### src/rtl/serial_sub_pkg.sv
// Shared types and helpers for the bit-serial subtractor.
package serial_sub_pkg;

  // Controller states: waiting for operands, shifting bits, holding a result.
  typedef enum logic [1:0] {
    IDLE = 2'd0,
    RUN  = 2'd1,
    DONE = 2'd2
  } state_t;

  // Bit counter width for a given operand width. It only has to reach WIDTH-1.
  function automatic int cnt_w(input int width);
    return (width < 2) ? 1 : $clog2(width);
  endfunction

endpackage

### src/rtl/serial_subtractor_full_subtractor.sv
// Single-bit full subtractor: x - y - bin = d - 2*bout.
module full_subtractor (
  input  logic x,
  input  logic y,
  input  logic bin,
  output logic d,
  output logic bout
);

  // Difference bit and borrow out of one bit position.
  always_comb begin
    d    = x ^ y ^ bin;
    bout = (~x & y) | (~(x ^ y) & bin);
  end

endmodule

### src/rtl/serial_subtractor.sv
// Bit-serial subtractor: diff = a - b - bin, one bit per clock, LSB first.
//
// Handshakes: a transfer happens on a rising edge where valid and ready are
// both high. start_ready is high only in IDLE, done_valid only in DONE; both
// are decoded from the state register, so neither depends combinationally on
// start_valid or done_ready. Once done_valid is high, diff/bout/ovf stay
// constant until the consumer takes the result.
module serial_subtractor
  import serial_sub_pkg::*;
#(
  parameter int WIDTH = 8
) (
  input  logic             clk,
  input  logic             rst,
  input  logic             start_valid,
  output logic             start_ready,
  input  logic [WIDTH-1:0] a,
  input  logic [WIDTH-1:0] b,
  input  logic             bin,
  output logic             done_valid,
  input  logic             done_ready,
  output logic [WIDTH-1:0] diff,
  output logic             bout,
  output logic             ovf,
  output state_t           state_dbg
);

  localparam int CW = cnt_w(WIDTH);
  localparam logic [CW-1:0] LAST = CW'(WIDTH - 1);

  state_t           state;
  logic [WIDTH-1:0] a_sh;
  logic [WIDTH-1:0] b_sh;
  logic             borrow;
  logic [CW-1:0]    cnt;
  logic             a_msb;
  logic             b_msb;
  logic [WIDTH-1:0] diff_r;
  logic             bout_r;
  logic             ovf_r;

  logic             d_bit;
  logic             borrow_next;

  // The one bit slice, fed by the LSBs of the shift registers.
  full_subtractor u_bit (
    .x    (a_sh[0]),
    .y    (b_sh[0]),
    .bin  (borrow),
    .d    (d_bit),
    .bout (borrow_next)
  );

  // Controller, operand shifters, result shifter and final flags.
  always_ff @(posedge clk or posedge rst) begin
    if (rst) begin
      state  <= IDLE;
      a_sh   <= '0;
      b_sh   <= '0;
      borrow <= 1'b0;
      cnt    <= '0;
      a_msb  <= 1'b0;
      b_msb  <= 1'b0;
      diff_r <= '0;
      bout_r <= 1'b0;
      ovf_r  <= 1'b0;
    end else begin
      case (state)
        IDLE: begin
          if (start_valid) begin
            a_sh   <= a;
            b_sh   <= b;
            borrow <= bin;
            diff_r <= '0;
            cnt    <= '0;
            a_msb  <= a[WIDTH-1];
            b_msb  <= b[WIDTH-1];
            state  <= RUN;
          end
        end
        RUN: begin
          diff_r <= {d_bit, diff_r[WIDTH-1:1]};
          a_sh   <= {1'b0, a_sh[WIDTH-1:1]};
          b_sh   <= {1'b0, b_sh[WIDTH-1:1]};
          borrow <= borrow_next;
          cnt    <= cnt + 1'b1;
          if (cnt == LAST) begin
            // d_bit here is the result MSB; overflow needs opposite operand
            // signs and a result sign differing from the minuend.
            bout_r <= borrow_next;
            ovf_r  <= (a_msb ^ b_msb) & (a_msb ^ d_bit);
            cnt    <= '0;
            state  <= DONE;
          end
        end
        DONE: begin
          if (done_ready) begin
            state <= IDLE;
          end
        end
        default: begin
          state <= IDLE;
        end
      endcase
    end
  end

  // Handshake flags decoded from state only.
  always_comb begin
    start_ready = (state == IDLE);
    done_valid  = (state == DONE);
    diff        = diff_r;
    bout        = bout_r;
    ovf         = ovf_r;
    state_dbg   = state;
  end

endmodule

### config.mk
export PLATFORM = sky130hd
export DESIGN_NAME = serial_subtractor
export DESIGN_NICKNAME = d
export VERILOG_FILES = /design/src/rtl/serial_sub_pkg.sv /design/src/rtl/serial_subtractor_full_subtractor.sv /design/src/rtl/serial_subtractor.sv
export SDC_FILE = /design/constraint.sdc
export NUM_CORES = 1
export LEC_CHECK = 0
export ABC_CLOCK_PERIOD_IN_PS = 1990
export CELL_PAD_IN_SITES_DETAIL_PLACEMENT = 1
export CELL_PAD_IN_SITES_GLOBAL_PLACEMENT = 1
export CORE_ASPECT_RATIO = 2
export CORE_UTILIZATION = 38
export DETAILED_ROUTE_END_ITERATION = 10
export PLACE_DENSITY = 0.86
export SYNTH_ARGS = -nofsm -noshare
export SYNTH_HDL_FRONTEND = slang
export SYNTH_SLANG_ARGS = --single-unit
### constraint.sdc
create_clock -name clk -period 1.99 [get_ports clk]
set_clock_uncertainty 0.15 [all_clocks]
set_input_delay 0.597 -clock clk [delete_from_list [all_inputs] [get_ports clk]]
set_output_delay 0.597 -clock clk [all_outputs]
set_load 0.01 [all_outputs]
* Word-level counts from Yosys, hierarchy flattened
Cells that the tools add are included.
Storage, ports and cells: bits in registers 34, input bits 21, output and inout bits 14, word-level logic and storage cells 48
Operators by class: $add $sub $neg 1, eq/ne operators 6, muxes and demuxes 15, bitwise logic cells 10, reductions and logical operators 6
Operator list (number):
- 8-bit one-hot mux with 2 select lines | 3
- 8-bit 2-to-1 mux | 3
- 2-bit 2-to-1 mux | 3
- 3-bit 2-to-1 mux | 2
- 2-bit one-hot mux with 3 select lines | 1
- 3-bit one-hot mux with 2 select lines | 1
- 2-bit AND reduction | 3
- 2-bit inequality test, second input constant | 2
- 1-bit XOR | 4
- 3-bit by 1-bit adder with 3-bit output, second input constant | 1
- 1-bit AND | 3
- 3-bit == test, second input constant | 1
- 3-bit AND reduction | 1
- 2-bit by 1-bit == test with 1-bit output, second input constant | 1
- 2-bit == test, second input constant | 1
- 2-bit zero test | 1
- 2-bit by 1-bit inequality test with 1-bit output, second input constant | 1
- 1-bit NOT | 2
- 1-bit one-hot mux with 2 select lines | 1
- 2-bit nonzero test | 1
- 1-bit 2-to-1 mux | 1
- 1-bit bitwise OR | 1

* Depth between registers and ports, before layout
depth in word-level cells 5, mapped depth 5, mapped depth without buffers 5

* Hierarchy
Synthesis repeated with hierarchy kept, for this count alone.
Unflattened totals: cell total of the unflattened synthesis 152, area total of the unflattened synthesis 1616.6 µm²
Modules (own cells, without submodules):
- serial_subtractor | times used 1, cells each 148, area an instance 1585.3 µm², seq. area each 850.8 µm²
- full_subtractor | times used 1, cells each 4, area an instance 31.3 µm², seq. area each 0.0 µm²

* Least setup slack after synthesis
No wires, ideal clock.
path type register -> output, from reg state[0], in the netlist state_dbg[0], to out start_ready, data arrival time 845 ps, required time 1243 ps, slack 398 ps, cell stages (with the launch flop) 3, buffers on the path 1, cell sequence dfrtp_1 > clkbuf_1 > nor2_1
Between the ends: word-level cells in the longest chain between the ends 1
RTL lines:
- start, declared | RTL line serial_subtractor.sv:31 | state_t state;
- start signal, assigned | RTL line serial_subtractor.sv:57 | state <= IDLE;
- start signal, assigned | RTL line serial_subtractor.sv:78 | state <= RUN;
- start signal, assigned | RTL line serial_subtractor.sv:93 | state <= DONE;
- 2-bit zero test | RTL line serial_subtractor.sv:110 | start_ready = (state == IDLE);
- end, declared | RTL line serial_subtractor.sv:16 | output logic start_ready,
Every way passes these cells.

* Final worst setup path
from reg diff_r[6], in the netlist diff[6], to out diff[6]
RTL lines:
- start, declared | RTL line serial_subtractor.sv:38 | logic [WIDTH-1:0] diff_r;
- start signal, assigned | RTL line serial_subtractor.sv:82 | diff_r <= {d_bit, diff_r[WIDTH-1:1]};
- end, declared | RTL line serial_subtractor.sv:22 | output logic [WIDTH-1:0] diff,
No word-level cell between the ends.

==> reports/metrics.csv <==
metric,value,unit
adder-cell share of the synthesized area,2.78,%
worst path buffer plus inverter count,1,
maximum VDD drop,828,uV
max-slew violation count,0,
switching share of total power,35.9,%
first-pass GRT wire length,6860,um
io pins,35,
Cell variety after synth,24,
Initial Util,39.6,%
Total Neg Setup Slack,0,ps
Hold Crit Depth,1,
CTS tree,yes,
synthesized flop and latch total,34,
chip width,48.1,um
die area,4540,um^2
post-synthesis mux area share,2.47,%
DR DRC count,0,
Routability Congestion,0.777,
RSZ-0062 raised after global routing,false,
Worst Reg-to-Reg Cells,5,
Iter 0 DRT Violations,34,
vias in the first global route,1484,
Vias,1336,
largest net degree at the start of global routing,35,
clk_lat worst skew,270,ps
worst setup path category,flip-flop to output port,
Syn Nets,178,
H-tree Lvls,2,
Synth Area in XOR/XNOR,0,%
max incr delay on CP,560,ps
CP top delay family,buffers and inverters,
CP cell instances,clkdlybuf4s50_1,
"Period Utilization, post-route",97.7,%
CP Capture Type,output port,
clock transition at the registers of the reported paths,60,ps
Synth top area share,52.6,%
Cell Pwr Density,1380,nW/um^2
Post-CTS Hold Fix Bufs,0,
leakage,0.970,nW
WL final,4270,um
slew at the pin closest to its max-slew limit,230,ps
status,"finished, final reports clean",
fmax,0.514,GHz
Final Hold Viols,0,
Mapped Cells,154,
area grow syn2layout,32.6,%
input/output buffers,34,
Final Instance Area,2140,um^2
min-delay src,cnt[0],
worst reg2reg setup slack,330,ps
HP Class,flip-flop to flip-flop,
Worst EP arrival,1200,ps
row cnt,33,
Tmin final,1940,ps
DRT Pass-1 Iters,4,
Synth Area in Compound Gates,24.8,%
post-synthesis simple-gate area fraction,11.3,%
Fillers,446,
Mapped Area,1620,um^2
DP Area,2060,um^2
gr ovfl total,0,
Hold EP,cnt[0],
CTS Buf Count,5,
critical path required time,1240,ps
crit path max-delay cell type,clkdlybuf4s50_1,
Combinational Power Share,44.5,%
Max-Slew Margin vs Limit,84.7,%
# clock sinks,34,
sequential power share,39.8,%
synth top area cells,"dfrtp_1, a22oi_1, nor2b_1, o21ai_1, a22o_1",
Setup crit start kind,flip-flop,
Clock power frac,15.7,%
DR WL/cell,17.3,um
Vias/cell,5.41,
# nets final,219,
Critical R2R Launch,b_sh[0],
gr usage total,21.6,%
dpl hpwl,3210,um
Avg Synthesized Cell Area,10.5,um^2
initial antenna violation count,0,
R2R Path End,ovf,
core box area,4090,um^2
Sw Pwr,1.06,mW
yosys warns,0,
Max-cap violations,0,
Inserted Diodes,0,
CTS root buf,clkbuf_8,
largest family of logic cells by synthesized area,compound AO/OA/AOI/OAI gates,
Die Span Y,94.3,um
part of the Yosys area used for sequential elements,52.6,%
share of post-route cells with drive strength above 1,11.3,%
post-route total power,2.96,mW
Post-DRT Antenna Nets,0,
dominant cell type by area after synthesis,dfrtp_1,
internal power,1.90,mW
clock buffer depth,2,
Finish-stage setup viols,0,
Crit Path Max Fanout,3,
## layout by cell type (no fill, tap or decap), types with 3 or more instances in the layout
cell type and n:
clkbuf_8 5, nor2_1 3, dlygate4sd2_1 3, buf_4 10, inv_1 6, a22o_1 10
a22oi_1 14, dfrtp_1 33, a21oi_1 17, clkdlybuf4s50_1 28, nand2_1 7, nor2b_1 16
o21ai_1 20
## through the flow
stage | cells | util, % | setup slack, ps | hold WS (ps)
after CTS | 247 | 52.3 | 3.46 | 342
after floorplan | 154 | - | 398 | 300
after global placement | 239 | 50.3 | -9.65 | 315
final | 247 | 52.5 | 45.8 | 341
after global routing | 247 | 52.5 | 4.05 | 382
after detailed placement | 239 | 50.3 | -88.7 | 327
## synth_stat cells (all sizes together)
cell type,count
mux2,2
mux2i,1
fa,1
a22oi,14
dfrtp,34
nor2,4
nand2,7
o21ai,20
nand3b,1
o21bai,1
o21a,1
and3b,2
inv,6
a2bb2oi,1
and2b,1
ha,2
nand2b,1
a21oi,17
buf,10
nor2b,16
clkbuf,2
a22o,10
## power by group through the flow
stage	clock (mW)	sequential, mW	combinational (mW)
detailed placement	0	1.19	1.33
finish	0.464	1.18	1.32
floorplan	0	1.18	0.787
CTS	0.477	1.18	1.34
global placement	0	1.16	1.24
global route	0.505	1.21	1.44
## kinds of logic after synthesis
group                    count (synthesis)
AO/OA/AOI/OAI                           64
buffers and inverters                   18
adder cells (fa/ha/maj)                  3
multiplexers                             3
flip-flops                              34
AND/OR/NAND/NOR                         32
## sequential cells by signal (all words and copies together) (netlist names)
register	count
a_sh	8
bout	1
b_msb	1
cnt	3
diff	8
borrow	1
state_dbg	2
b_sh	8
a_msb	1
ovf	1
## per-layer routing
| metal | share of wire, % | vias to the layer above | global-route usage (%) |
|---|---|---|---|
| met3 | 3.5 | 8 | 4.23 |
| met1 | 37 | 674 | 24.1 |
| li1 | - | 626 | - |
| met4 | 2.6 | 0 | 10.2 |
| met2 | 57 | 28 | 36.6 |
| met5 | 0 | - | 0 |
## area by class of cell
| cell class | count | area, um^2 | area share (%) |
|---|---|---|---|
| multi-input cells | 102 | 672 | 31.3 |
| flip-flops and latches | 34 | 852 | 39.7 |
| well taps | 52 | 65.1 | 3.03 |
| inverters | 6 | 22.5 | 1.05 |
| clock buffers | 7 | 76.3 | 3.56 |
| repair buffers | 46 | 457 | 21.3 |
## worst max path at each step
stage | startpoint | to | slack, ps | cells after the start
global placement | start_valid | borrow | -10 | 5
finish | diff[6] | diff[6] | 50 | 1
floorplan | state_dbg[0] | start_ready | 400 | 2
CTS | diff[4] | diff[4] | 3 | 1
global route | diff[6] | diff[6] | 4 | 1
detailed placement | start_valid | borrow | -90 | 5
## timing repair
item                       CTS  global route
buffers inserted             1             0
gates resized for setup      6             3
setup endpoints to repair    4             3
(Power assumes the default switching activity.)
